===== config.mk =====
export PLATFORM = sky130hd
export DESIGN_NAME = apb_xbar
export DESIGN_NICKNAME = d
export VERILOG_FILES = /design/src/rtl/apb_xbar.sv
export SDC_FILE = /design/constraint.sdc
export NUM_CORES = 1
export LEC_CHECK = 0
export CAP_MARGIN = 20
export CORE_AREA = 3 3 160 84
export DETAILED_ROUTE_END_ITERATION = 16
export DIE_AREA = 0 0 163 87
export PLACE_DENSITY = 0.86
export SYNTH_ARGS = -nofsm -noshare
export SYNTH_HDL_FRONTEND = slang
export SYNTH_SLANG_ARGS = --single-unit

===== constraint.sdc =====
create_clock -name clk -period 4.8 [get_ports clk]
set_input_delay 0.72 -clock clk [delete_from_list [all_inputs] [get_ports clk]]
set_output_delay 0.72 -clock clk [all_outputs]
set_load 0.05 [all_outputs]

===== src/rtl/apb_xbar.sv =====
// apb_xbar -- APB3 one-to-N interconnect.
//
// Decodes each upstream transfer against per-slave address windows
// (base inclusive, limit exclusive, unsigned, lowest index wins on overlap)
// and re-launches it as a registered SETUP/ACCESS sequence on exactly one
// downstream slave. Unmapped addresses are answered by an internal default
// slave with an error response.
//
// Optional feature macro: APB_XBAR_TIMEOUT_EN
//   When defined, an ACCESS phase that sees no ready for TIMEOUT_CYC
//   consecutive cycles is abandoned and answered with an error.
//
// Ports:
//   clk, rst                        clock, asynchronous active-high reset
//   s_psel/s_penable/s_pwrite       upstream APB control
//   s_paddr, s_pwdata               upstream address / write data
//   s_pready, s_prdata, s_pslverr   upstream response
//   m_psel, m_penable               per-slave select / enable (one-hot)
//   m_paddr, m_pwrite, m_pwdata     registered request, shared by all slaves
//   m_pready, m_prdata, m_pslverr   per-slave response (slave i at [i*DW +: DW])
module apb_xbar #(
  parameter int unsigned N_SLV = 4,
  parameter int unsigned AW = 32,
  parameter int unsigned DW = 32,
  parameter logic [N_SLV*AW-1:0] SLV_BASE =
    {32'hC000_1000, 32'h0000_0000, 32'hA000_0000, 32'h8000_0000},
  parameter logic [N_SLV*AW-1:0] SLV_LIMIT =
    {32'hC000_FFFF, 32'h1000_0000, 32'hC000_0000, 32'hA000_0000},
  parameter int unsigned TIMEOUT_CYC = 256
) (
  input  logic                clk,
  input  logic                rst,
  input  logic                s_psel,
  input  logic                s_penable,
  input  logic                s_pwrite,
  input  logic [AW-1:0]       s_paddr,
  input  logic [DW-1:0]       s_pwdata,
  output logic                s_pready,
  output logic [DW-1:0]       s_prdata,
  output logic                s_pslverr,
  output logic [N_SLV-1:0]    m_psel,
  output logic [N_SLV-1:0]    m_penable,
  output logic [AW-1:0]       m_paddr,
  output logic                m_pwrite,
  output logic [DW-1:0]       m_pwdata,
  input  logic [N_SLV-1:0]    m_pready,
  input  logic [N_SLV*DW-1:0] m_prdata,
  input  logic [N_SLV-1:0]    m_pslverr
);

  typedef enum logic [2:0] {IDLE, SETUP, ACCESS, RESP, ERR} state_t;

  state_t            state, state_nxt;
  logic              start;
  logic              dec_hit;
  logic [N_SLV-1:0]  dec_oh;
  // Selected slave kept one-hot so the response mux and the select outputs
  // need no index arithmetic (also keeps N_SLV=1 free of zero-width indices).
  logic [N_SLV-1:0]  sel_oh;
  logic              sel_ready;
  logic              sel_err;
  logic [DW-1:0]     sel_rdata;
  logic [DW-1:0]     rsp_rdata;
  logic              rsp_err;
  logic              timeout;

  // A new transfer is accepted only on a proper upstream SETUP phase;
  // psel with penable already high in IDLE is a protocol violation.
  assign start = s_psel && !s_penable;

  // Address decode: first matching window in ascending index order wins.
  always_comb begin
    dec_hit = 1'b0;
    dec_oh  = '0;
    for (int unsigned i = 0; i < N_SLV; i++) begin
      if (!dec_hit &&
          (s_paddr >= SLV_BASE[i*AW +: AW]) &&
          (s_paddr <  SLV_LIMIT[i*AW +: AW])) begin
        dec_hit   = 1'b1;
        dec_oh[i] = 1'b1;
      end
    end
  end

  // Response mux from the selected slave.
  assign sel_ready = |(m_pready & sel_oh);
  assign sel_err   = |(m_pslverr & sel_oh);

  always_comb begin
    sel_rdata = '0;
    for (int unsigned i = 0; i < N_SLV; i++) begin
      if (sel_oh[i]) begin
        sel_rdata = sel_rdata | m_prdata[i*DW +: DW];
      end
    end
  end

`ifdef APB_XBAR_TIMEOUT_EN
  localparam int unsigned TW = $clog2(TIMEOUT_CYC + 1);

  logic [TW-1:0] to_cnt;

  // ACCESS is only ever entered from SETUP, so clearing in SETUP is
  // equivalent to clearing on ACCESS entry.
  always_ff @(posedge clk or posedge rst) begin
    if (rst) begin
      to_cnt <= '0;
    end else if (state == SETUP) begin
      to_cnt <= '0;
    end else if ((state == ACCESS) && !sel_ready) begin
      to_cnt <= to_cnt + 1'b1;
    end
  end

  // Fires at the end of the TIMEOUT_CYC-th ready-less ACCESS cycle; a ready
  // arriving in that same cycle takes precedence.
  assign timeout = (state == ACCESS) && !sel_ready &&
                   (to_cnt == TW'(TIMEOUT_CYC - 1));
`else
  assign timeout = 1'b0;
`endif

  // State register.
  always_ff @(posedge clk or posedge rst) begin
    if (rst) begin
      state <= IDLE;
    end else begin
      state <= state_nxt;
    end
  end

  // Next-state logic.
  always_comb begin
    state_nxt = state;
    case (state)
      IDLE: begin
        if (start) begin
          state_nxt = dec_hit ? SETUP : ERR;
        end
      end
      SETUP:  state_nxt = ACCESS;
      ACCESS: begin
        if (sel_ready || timeout) begin
          state_nxt = RESP;
        end
      end
      RESP:    state_nxt = IDLE;
      ERR:     state_nxt = IDLE;
      default: state_nxt = IDLE;
    endcase
  end

  // Request capture and response registers.
  always_ff @(posedge clk or posedge rst) begin
    if (rst) begin
      m_paddr   <= '0;
      m_pwrite  <= 1'b0;
      m_pwdata  <= '0;
      sel_oh    <= '0;
      rsp_rdata <= '0;
      rsp_err   <= 1'b0;
    end else begin
      if ((state == IDLE) && start) begin
        m_paddr  <= s_paddr;
        m_pwrite <= s_pwrite;
        m_pwdata <= s_pwdata;
        sel_oh   <= dec_oh;
      end
      if (state == ACCESS) begin
        if (sel_ready) begin
          rsp_rdata <= sel_rdata;
          rsp_err   <= sel_err;
        end else if (timeout) begin
          rsp_rdata <= '0;
          rsp_err   <= 1'b1;
        end
      end
    end
  end

  // Output logic.
  always_comb begin
    m_psel    = '0;
    m_penable = '0;
    s_pready  = 1'b0;
    s_pslverr = 1'b0;
    s_prdata  = '0;
    case (state)
      SETUP: begin
        m_psel = sel_oh;
      end
      ACCESS: begin
        m_psel    = sel_oh;
        m_penable = sel_oh;
      end
      RESP: begin
        s_pready  = 1'b1;
        s_pslverr = rsp_err;
        s_prdata  = rsp_rdata;
      end
      ERR: begin
        s_pready  = 1'b1;
        s_pslverr = 1'b1;
      end
      default: ;
    endcase
  end

endmodule


Yosys cells after proc, flatten, opt, wreduce, memory -nomap -nowiden
Index checks and enable logic that the tools add are counted.
W data, S select, Z words.
{"block": "op_classes", "addsub": 0, "multipliers": 0, "div": 0, "magnitude_cmp": 8, "eq_ne": 6, "n_shift": 0, "mux": 20, "bitwise_logic": 5, "reduce_logical": 20}
{"cell": "$mux W32", "count": 5}
{"cell": "$ge A32 B32 Y1 const B", "count": 3}
{"cell": "$lt A32 B32 Y1 const B", "count": 3}
{"cell": "$or A32 B32 Y32", "count": 3}
{"cell": "$ge A32 B1 Y1 const B", "count": 1}
{"cell": "$lt A32 B29 Y1 const B", "count": 1}
{"cell": "$logic_and A1 B1 Y1", "count": 9}
{"cell": "$mux W3", "count": 3}
{"cell": "$pmux W3 S3", "count": 1}
{"cell": "$and A4 B4 Y4", "count": 2}
{"cell": "$mux W1", "count": 8}
{"cell": "$mux W4", "count": 2}
{"cell": "$reduce_or A4 Y1", "count": 2}
{"cell": "$eq A3 B2 Y1 const B", "count": 2}
{"cell": "$logic_not A1 Y1", "count": 4}
{"cell": "$ne A2 B2 Y1 const B", "count": 2}
{"cell": "$reduce_and A2 Y1", "count": 2}
{"cell": "$reduce_or A2 Y1", "count": 2}
{"cell": "$eq A3 B1 Y1 const B", "count": 1}
{"cell": "$eq A3 B3 Y1 const B", "count": 1}
{"cell": "$logic_not A3 Y1", "count": 1}
{"cell": "$pmux W1 S2", "count": 1}
{"block": "totals", "register_bits": 105, "latch_bits": 0, "ram_bits": 0, "romBits": 0, "output_inout_bits": 107, "elab_cells": 66, "memories": 0}

Depth between registers and ports, before layout
Gate-level depths: netlist of the first run.
{"block": "logic_depth", "depth_word": 18, "depth_mapped": 6, "mapped_depth_nobuf": 4}

Worst setup path after synthesis of the first run
Ideal clock, no wire load.
{"block": "synth_path", "kind": "input to register", "startpoint": "input port s_paddr[20]", "endpoint": "register state[0]", "arrival_time_ns": 2.122, "setup_slack_ns": 2.611, "stages": 4, "path_cell_list": "or4_1 > or4_4 > nor4_4 > o32a_1"}
{"block": "synth_via", "elab_chain_len": 18, "word_cells_on_any_way": 25, "classes_between": "order compare: 8; mux: 7; reduce/logical: 10"}
{"item": "start, declared", "line": "36", "source": "input logic [AW-1:0] s_paddr,"}
{"item": "$ge A32 B32 Y1 or $lt A32 B32 Y1 (tied branches)", "line": "77, 78"}
{"item": "$logic_and A1 B1 Y1", "line": "77", "source": "(s_paddr >= SLV_BASE[i*AW +: AW]) &&"}
{"item": "$mux W1", "line": "76", "source": "if (!dec_hit &&"}
{"item": "$logic_not A1 Y1", "line": "76"}
{"item": "$logic_and A1 B1 Y1", "line": "76"}
{"item": "$logic_and A1 B1 Y1", "line": "77"}
{"item": "$mux W1", "line": "76"}
{"item": "$logic_not A1 Y1", "line": "76"}
{"item": "(+2 left out)"}
{"item": "$mux W1", "line": "76"}
{"item": "$logic_not A1 Y1", "line": "76"}
{"item": "$logic_and A1 B1 Y1", "line": "76"}
{"item": "$logic_and A1 B1 Y1", "line": "77"}
{"item": "$mux W1 (*)", "line": "76"}
{"item": "$mux W3 (*)", "line": "138", "source": "state_nxt = dec_hit ? SETUP : ERR;"}
{"item": "$mux W3 (*)", "line": "137", "source": "if (start) begin"}
{"item": "$pmux W3 S3 (*)", "line": "135", "source": "case (state)"}
{"item": "end signal, assigned", "line": "128", "source": "state <= state_nxt;"}
{"item": "end, declared", "line": "53", "source": "state_t state, state_nxt;"}
Mark *: on every way between the ends. The rest lies on a longest branch, timed or not. The select of a mux whose other input is x is not followed.
A chain may end at the register's enable or synchronous reset.

Worst setup path after layout of the first run
{"block": "layout_path", "startpoint": "register state[2]", "endpoint": "output port s_prdata[29]"}
{"block": "layout_via", "elab_chain_len": 2}
{"item": "$eq A3 B2 Y1", "line": "188", "source": "case (state)"}
{"item": "$mux W32", "line": "188"}
{"item": "end, declared", "line": "39", "source": "output logic [DW-1:0] s_prdata,"}
Every way passes these cells.

==> results of run 1 <==
==> routing by layer <==
metal / vias to the layer above / GRT usage (%) / routed length, um
li1: 2141 / - / -
met2: 155 / 43.79 / 9577
met4: 0 / 7.675 / 547
met3: 38 / 4.938 / 957
met5: - / 0 / 0
met1: 2289 / 29.63 / 6898
==> sequential cells by signal (all words and copies together) (netlist names) <==
| signal | count |
|---|---|
| state | 3 |
| m_paddr | 32 |
| sel_oh | 4 |
| m_pwdata | 32 |
| rsp_err | 1 |
| rsp_rdata | 32 |
| m_pwrite | 1 |
==> cells in the final DEF (no fill, tap or decap), types with 6 or more instances in the layout <==
cell	netlist	final
sky130_fd_sc_hd__nor2_1	38	38
sky130_fd_sc_hd__and2_1	40	40
sky130_fd_sc_hd__mux2_1	34	34
sky130_fd_sc_hd__a31oi_1	33	33
sky130_fd_sc_hd__clkbuf_16	0	9
sky130_fd_sc_hd__mux2_2	30	30
sky130_fd_sc_hd__buf_4	0	6
sky130_fd_sc_hd__clkdlybuf4s50_1	0	311
sky130_fd_sc_hd__dfrtp_1	105	105
sky130_fd_sc_hd__a22oi_1	68	68
==> power breakdown <==
part | switching, W | internal (W) | leakage (nW)
Clock | 0.000347 | 0.000362 | 0.137
Combinational | 0.00163 | 0.00101 | 1.88
Sequential | 0.000263 | 0.00132 | 1.25
==> area by class of cell <==
class,count,area share [%]
clock inverters,7,0.7125
clock buffers,9,2.672
well taps,165,2.449
repair buffers,319,38.12
multi-input cells,275,24.71
inverters,3,0.1633
flip-flops and latches,105,31.17
==> cell families (layout without fill, tap and decap cells) <==
logic type	count (synthesis)	in the layout	synth area share, %
AOI/OAI and AO/OA	111	111	16.37
DFF	105	105	54.31
and+or+nand+nor	99	99	11.12
muxes	64	64	14.90
buffers and inverters	38	338	3.129
xor gates and xnor gates	1	1	0.1811
==> how the worst max path moves through the flow <==
| stage | end | slack (ns) | depth (start not counted) |
|---|---|---|---|
| after floorplan | m_paddr[0] | 1.32 | 1 |
| after global placement | s_pslverr | 1.78 | 3 |
| after detailed placement | s_pslverr | 1.63 | 3 |
| after CTS | s_pslverr | 1.26 | 3 |
| after global routing | s_prdata[29] | 1.14 | 3 |
| final | s_prdata[29] | 1.26 | 3 |
==> worst max-delay path, cell delays in order, from the launching register on <==
cell	delay, ns
sky130_fd_sc_hd__dfrtp_1	0.44
sky130_fd_sc_hd__and3b_1	0.94
sky130_fd_sc_hd__and2_1	0.26
sky130_fd_sc_hd__clkdlybuf4s50_1	0.83
==> stage by stage <==
step,std cells,utilization (%),setup slack (ns)
after floorplan,418,-,1.319
after global placement,865,67.91,1.779
after detailed placement,865,67.91,1.631
after CTS,881,70.30,1.258
after global routing,883,70.77,1.144
final,883,70.77,1.265
==> synth_stat cells <==
library cell,n,share of area (%)
sky130_fd_sc_hd__o32a_1,1,0.21
sky130_fd_sc_hd__a21boi_1,1,0.16
sky130_fd_sc_hd__o41ai_1,2,0.36
sky130_fd_sc_hd__nand3_1,1,0.10
sky130_fd_sc_hd__or4_4,1,0.23
sky130_fd_sc_hd__a21o_1,1,0.16
sky130_fd_sc_hd__or4_1,1,0.16
sky130_fd_sc_hd__dfrtp_1,105,54
sky130_fd_sc_hd__and2_1,40,5.2
sky130_fd_sc_hd__nor3b_1,1,0.16
sky130_fd_sc_hd__mux2_1,34,7.9
sky130_fd_sc_hd__a21oi_1,1,0.10
sky130_fd_sc_hd__a31oi_1,33,4.3
sky130_fd_sc_hd__a22o_1,2,0.36
sky130_fd_sc_hd__and3b_1,1,0.18
sky130_fd_sc_hd__nor4_1,3,0.39
sky130_fd_sc_hd__inv_1,3,0.23
sky130_fd_sc_hd__nor2_1,38,2.9
sky130_fd_sc_hd__o21ai_1,2,0.21
sky130_fd_sc_hd__a22oi_1,68,11
sky130_fd_sc_hd__buf_1,4,0.31
sky130_fd_sc_hd__nand4_1,5,0.65
sky130_fd_sc_hd__clkbuf_1,24,1.9
sky130_fd_sc_hd__mux2_2,30,7.0
sky130_fd_sc_hd__buf_2,7,0.72
sky130_fd_sc_hd__xnor2_1,1,0.18
sky130_fd_sc_hd__nor4_4,1,0.44
sky130_fd_sc_hd__nand2_1,4,0.31
sky130_fd_sc_hd__nor3_1,1,0.10
sky130_fd_sc_hd__or2_2,1,0.13
sky130_fd_sc_hd__nand3b_1,1,0.16
==> flow_results.xml, run 1 <==
<?xml version="1.0" encoding="UTF-8"?>
<metrics>
  <group name="drt">
    <metric name="routed_via_count" unit="">4623</metric>
    <metric name="via_per_inst" unit="">5.236</metric>
    <metric name="wl" unit="mm">17.98</metric>
    <metric name="detail_route.iter0.violations" unit="">254</metric>
    <metric name="drcViolationCount" unit="">0</metric>
    <metric name="routedWlPerCell" unit="um">20.36</metric>
    <metric name="antenna_violation_net_count_after_detailed_routing" unit="">0</metric>
    <metric name="detail_route.first_pass.iterations" unit="">5</metric>
  </group>
  <group name="floorplanning">
    <metric name="floorplan.die_area" unit="mm^2">0.01418</metric>
    <metric name="start_util" unit="%">40.62</metric>
    <metric name="floorplan.die.width" unit="um">163</metric>
    <metric name="core_area" unit="mm^2">0.01191</metric>
    <metric name="row_count" unit="">28</metric>
    <metric name="die-height" unit="um">87</metric>
    <metric name="floorplan.io_pins" unit="">312</metric>
  </group>
  <group name="critical_path">
    <metric name="timing.rr.start" unit="">state[2]</metric>
    <metric name="arrival" unit="ns">2.82</metric>
    <metric name="r2r_setup_slack" unit="ns">1.80</metric>
    <metric name="setup.worst_path.end_class" unit="">output port</metric>
    <metric name="required" unit="ns">4.08</metric>
    <metric name="worstReg2RegEnd" unit="">rsp_rdata[21]</metric>
    <metric name="crit_path_start_kind" unit="">register</metric>
    <metric name="critical_path.startpoint" unit="">state[2]</metric>
    <metric name="cp_max_fo" unit="">34</metric>
    <metric name="timing_worst_setup_path_type" unit="">register to output port</metric>
    <metric name="worstRegToRegCells" unit="">5</metric>
  </group>
  <group name="placed_design">
    <metric name="dpl-instance-area" unit="mm^2">0.008089</metric>
    <metric name="place_congestion" unit="">0.8978</metric>
    <metric name="dpl.hpwl" unit="mm">13.79</metric>
    <metric name="buffer_ports.inserted" unit="">311</metric>
  </group>
  <group name="timing">
    <metric name="fmaxAchievable" unit="GHz">0.2828</metric>
    <metric name="report.final.slew_viol_count" unit="">0</metric>
    <metric name="tightest_slew" unit="ns">1.106</metric>
    <metric name="tns" unit="ns">0</metric>
    <metric name="timing.clock.skew" unit="ns">0.006241</metric>
    <metric name="finalHoldViolations" unit="">0</metric>
    <metric name="timing.hold.ws" unit="ns">0.4938</metric>
    <metric name="post-route-period-util" unit="%">73.66</metric>
    <metric name="rsz0062_at_grt" unit="">false</metric>
    <metric name="slew-limit-headroom" unit="%">26.11</metric>
    <metric name="fin_crit" unit="ns">3.535</metric>
    <metric name="report.final.setup_viol" unit="">0</metric>
  </group>
  <group name="global_route">
    <metric name="grtUsageTotal" unit="%">24.29</metric>
    <metric name="grt_residual_overflow" unit="">0</metric>
    <metric name="pin_count_of_the_biggest_net_entering_global_routing" unit="">80</metric>
    <metric name="grt_first_pass_wirelength" unit="mm">26.70</metric>
    <metric name="number_of_global_route_vias_before_repair" unit="">4703</metric>
    <metric name="grt_antenna_before_repair" unit="">0</metric>
  </group>
  <group name="clock_network">
    <metric name="cts_tree" unit="">built</metric>
    <metric name="cts_buffer_depth" unit="">2</metric>
    <metric name="cts.htree.levels" unit="">3</metric>
    <metric name="tritoncts_num_sinks" unit="">105</metric>
    <metric name="cts.reportedPaths.clkPinSlew" unit="ns">0.07</metric>
    <metric name="cts_inserted_buffers" unit="">9</metric>
    <metric name="postCtsSetupRepairBufs" unit="">0</metric>
    <metric name="cts_root_buf" unit="">sky130_fd_sc_hd__clkbuf_16</metric>
    <metric name="clkLatencyLatePin" unit="ns">0.34</metric>
    <metric name="cts_hold_buffers" unit="">0</metric>
    <metric name="cts_resized" unit="">0</metric>
  </group>
  <group name="finish">
    <metric name="multiInputGateArea" unit="mm^2">0.002083</metric>
    <metric name="area_growth" unit="%">74.22</metric>
    <metric name="fillerInstances" unit="">869</metric>
    <metric name="seq_area" unit="mm^2">0.002628</metric>
    <metric name="numnets_final" unit="">918</metric>
    <metric name="fin_area" unit="mm^2">0.008429</metric>
    <metric name="antenna_cells_inserted" unit="">0</metric>
    <metric name="share_of_post_route_cells_with_drive_strength_above_1" unit="%">8.357</metric>
  </group>
  <group name="power">
    <metric name="power_density_cells" unit="mW/mm^2">585.1</metric>
    <metric name="leakage" unit="nW">3.272</metric>
    <metric name="ir_drop" unit="mV">0.3597</metric>
    <metric name="fin_total_pwr" unit="W">0.004932</metric>
  </group>
  <group name="worst_hold_path">
    <metric name="min-delay-start" unit="">m_pwdata[21]</metric>
    <metric name="hold_path.class" unit="">register to register</metric>
    <metric name="worstHoldEndpoint" unit="">m_pwdata[21]</metric>
    <metric name="min_path_cells" unit="">1</metric>
  </group>
  <group name="yosys">
    <metric name="postSynthCellCount" unit="">418</metric>
    <metric name="ys_ff_latch" unit="">105</metric>
    <metric name="synth_sequential_area_ratio" unit="%">54.31</metric>
    <metric name="yosys.cell_types.count" unit="">31</metric>
    <metric name="mappedNetlistArea" unit="mm^2">0.004838</metric>
    <metric name="synth_fp_nets" unit="">623</metric>
    <metric name="ys_warn_count" unit="">0</metric>
    <metric name="postSynthAreaPerCell" unit="um^2">11.58</metric>
  </group>
  <group name="run">
    <metric name="timing.max_cap.violations" unit="">0</metric>
  </group>
  <group name="outcome">
    <metric name="outcome" unit="">finished, final reports clean</metric>
  </group>
</metrics>
Power figures use the tool's default switching activity.
==> inputs of run 2 (changes only) <==
Settings changed: CORE_AREA 3 3 160 84 to 3 3 166 87, DIE_AREA 0 0 163 87 to 0 0 169 90, PLACE_DENSITY 0.86 to 0.81.
Clock period 4.8 ns to 3.66 ns, I/O delays scaled along.
==> run 2 against run 1 <==
  * Worst hold slack worse by 0.0029 ns
  * First-iteration DRC count down 12%
  * Global-route usage down 0.90 points
  * Largest cell class unchanged
==> flow_results.xml, run 2 (synthesis gave the netlist of run 1 again) <==
<?xml version="1.0" encoding="UTF-8"?>
<metrics>
  <group name="run">
    <metric name="timing.max_cap.violations" unit="">0</metric>
  </group>
  <group name="critical_path">
    <metric name="timing_worst_setup_path_type" unit="">register to output port</metric>
    <metric name="critical_path.startpoint" unit="">state[2]</metric>
    <metric name="arrival" unit="ns">2.42</metric>
    <metric name="worstReg2RegEnd" unit="">rsp_rdata[19]</metric>
    <metric name="worst_path_largest_cell_delay" unit="ns">0.80</metric>
    <metric name="cp_max_fo" unit="">28</metric>
    <metric name="critical_path.n_buffers_inverters" unit="">2</metric>
    <metric name="timing.rr.start" unit="">sel_oh[0]</metric>
    <metric name="cell_family_with_the_largest_share_of_critical_path_delay" unit="">buffers and inverters</metric>
    <metric name="critical_path.slowest_cell" unit="">sky130_fd_sc_hd__clkdlybuf4s50_1</metric>
    <metric name="worstPathCellList" unit="">and3b_1 -&gt; buf_4 -&gt; and2_1 -&gt; clkdlybuf4s50_1</metric>
    <metric name="setup.worst_path.end_class" unit="">output port</metric>
    <metric name="r2r_setup_slack" unit="ns">1.41</metric>
    <metric name="crit_path_start_kind" unit="">register</metric>
    <metric name="required" unit="ns">3.11</metric>
    <metric name="worstRegToRegCells" unit="">6</metric>
  </group>
  <group name="clock_network">
    <metric name="postCtsSetupRepairBufs" unit="">0</metric>
    <metric name="clkLatencyLatePin" unit="ns">0.35</metric>
    <metric name="cts_root_buf" unit="">sky130_fd_sc_hd__clkbuf_16</metric>
    <metric name="cts.htree.levels" unit="">3</metric>
    <metric name="cts_hold_buffers" unit="">0</metric>
    <metric name="cts_resized" unit="">0</metric>
    <metric name="cts_tree" unit="">built</metric>
    <metric name="cts_buffer_depth" unit="">2</metric>
    <metric name="tritoncts_num_sinks" unit="">105</metric>
    <metric name="cts_inserted_buffers" unit="">9</metric>
    <metric name="cts.reportedPaths.clkPinSlew" unit="ns">0.08</metric>
  </group>
  <group name="timing">
    <metric name="fmaxAchievable" unit="GHz">0.3366</metric>
    <metric name="slew-limit-headroom" unit="%">47.50</metric>
    <metric name="rsz0062_at_grt" unit="">false</metric>
    <metric name="tightest_slew" unit="ns">0.7875</metric>
    <metric name="report.final.slew_viol_count" unit="">0</metric>
    <metric name="report.final.setup_viol" unit="">0</metric>
    <metric name="fin_crit" unit="ns">2.971</metric>
    <metric name="timing.clock.skew" unit="ns">0.007507</metric>
    <metric name="finalHoldViolations" unit="">0</metric>
    <metric name="tns" unit="ns">0</metric>
    <metric name="post-route-period-util" unit="%">81.17</metric>
  </group>
  <group name="drt">
    <metric name="antenna_violation_net_count_after_detailed_routing" unit="">0</metric>
    <metric name="detail_route.iter0.violations" unit="">224</metric>
    <metric name="routedWlPerCell" unit="um">20.36</metric>
    <metric name="detail_route.first_pass.iterations" unit="">4</metric>
    <metric name="routed_via_count" unit="">4613</metric>
    <metric name="wl" unit="mm">18.12</metric>
    <metric name="drcViolationCount" unit="">0</metric>
    <metric name="via_per_inst" unit="">5.183</metric>
  </group>
  <group name="power">
    <metric name="combinationalPowerShare" unit="%">53.4</metric>
    <metric name="share_clk_of_total_power" unit="%">14.9</metric>
    <metric name="switching_share" unit="%">45.25</metric>
    <metric name="seq_power_share" unit="%">31.6</metric>
    <metric name="leakage" unit="nW">3.287</metric>
    <metric name="power_density_cells" unit="mW/mm^2">767.9</metric>
    <metric name="ir_drop" unit="mV">0.5581</metric>
    <metric name="power.internal" unit="W">0.003558</metric>
    <metric name="net-switching-power" unit="W">0.002941</metric>
  </group>
  <group name="floorplanning">
    <metric name="floorplan.io_pins" unit="">312</metric>
    <metric name="core_area" unit="mm^2">0.01281</metric>
    <metric name="row_count" unit="">29</metric>
    <metric name="floorplan.die.width" unit="um">169</metric>
    <metric name="die-height" unit="um">90</metric>
    <metric name="floorplan.die_area" unit="mm^2">0.01521</metric>
    <metric name="start_util" unit="%">37.77</metric>
  </group>
  <group name="finish">
    <metric name="numnets_final" unit="">920</metric>
    <metric name="share_of_post_route_cells_with_drive_strength_above_1" unit="%">8.611</metric>
    <metric name="most_common_cell_after_layout_fill_and_taps_aside" unit="">sky130_fd_sc_hd__clkdlybuf4s50_1</metric>
    <metric name="final_cell_mix" unit="">sky130_fd_sc_hd__clkdlybuf4s50_1, sky130_fd_sc_hd__dfrtp_1, sky130_fd_sc_hd__a22oi_1, sky130_fd_sc_hd__and2_1, sky130_fd_sc_hd__nor2_1</metric>
    <metric name="largest_registers_ranked_by_flip_flop_count" unit="">m_paddr: 32 flops, m_pwdata: 32 flops, rsp_rdata: 32 flops</metric>
    <metric name="antenna_cells_inserted" unit="">0</metric>
    <metric name="fin_area" unit="mm^2">0.008463</metric>
    <metric name="area_growth" unit="%">74.92</metric>
  </group>
  <group name="worst_hold_path">
    <metric name="min_path_cells" unit="">1</metric>
    <metric name="worstHoldEndpoint" unit="">m_pwdata[12]</metric>
    <metric name="hold_path.class" unit="">register to register</metric>
    <metric name="min-delay-start" unit="">m_pwdata[12]</metric>
  </group>
  <group name="global_route">
    <metric name="pin_count_of_the_biggest_net_entering_global_routing" unit="">60</metric>
    <metric name="number_of_global_route_vias_before_repair" unit="">4888</metric>
    <metric name="grt_residual_overflow" unit="">0</metric>
    <metric name="grtUsageTotal" unit="%">23.39</metric>
    <metric name="grt_first_pass_wirelength" unit="mm">27.88</metric>
    <metric name="grt_antenna_before_repair" unit="">1</metric>
  </group>
  <group name="placed_design">
    <metric name="buffer_ports.inserted" unit="">311</metric>
    <metric name="dpl.hpwl" unit="mm">14.04</metric>
    <metric name="place_congestion" unit="">0.8684</metric>
    <metric name="dpl-instance-area" unit="mm^2">0.008163</metric>
  </group>
  <group name="outcome">
    <metric name="outcome" unit="">finished, final reports clean</metric>
  </group>
</metrics>
[run 2: metrics by stage]
step | std cells | hold WS [ns] | util, % | setup slack (ns) | total power (W)
2_1_floorplan | 418 | 0.5102 | - | 0.3505 | 0.004186
3_3_place_gp | 874 | 0.4727 | 63.73 | 1.012 | 0.005496
3_5_place_dp | 874 | 0.4799 | 63.73 | 0.9715 | 0.005571
4_1_cts | 890 | 0.4984 | 66.07 | 0.6834 | 0.006557
5_1_grt | 890 | 0.5112 | 66.07 | 0.5815 | 0.006814
6_report | 890 | 0.4909 | 66.07 | 0.6891 | 0.006499
[run 2: final cells by class]
class	instances	area, um^2
clock buffers	10	239.0
clock inverters	6	61.31
fillers	1012	4345
inverters	3	13.76
multi-input cells	275	2083
flip-flops and latches	105	2628
well taps	170	212.7
repair buffers	321	3226
[run 2: power by group through the flow]
| stage | clock, W | sequential, W | combinational (W) |
|---|---|---|---|
| after floorplan | 0 | 0.00329 | 0.000897 |
| after global placement | 0 | 0.00204 | 0.00345 |
| after detailed placement | 0 | 0.00207 | 0.00350 |
| after CTS | 0.000994 | 0.00206 | 0.00351 |
| after global routing | 0.00105 | 0.00213 | 0.00364 |
| final | 0.000970 | 0.00206 | 0.00347 |
[run 2: worst max path at each step]
stage / to / slack [ns] / cells past startpoint
floorplan: m_paddr[0] / 0.35 / 1
global placement: m_pwdata[2] / 1.01 / 5
detailed placement: m_pwdata[18] / 0.97 / 5
CTS: s_prdata[16] / 0.68 / 4
global route: s_prdata[14] / 0.58 / 4
finish: s_prdata[16] / 0.69 / 4
[run 2: metal layers]
layer | GRT usage [%] | share of wire, %
met1 | 26.11 | 37
met2 | 43.02 | 54
met3 | 6.748 | 6.9
met4 | 7.427 | 2.6
met5 | 0 | 0.039
[run 2: worst register-to-register path: cells and delay by family (launching register included)]
| kind | cells | cell delay [ns] |
|---|---|---|
| DFF | 1 | 0.65 |
| AOI/OAI and AO/OA | 3 | 0.73 |
| and+or+nand+nor | 1 | 0.09 |
| buffers and inverters | 2 | 0.69 |
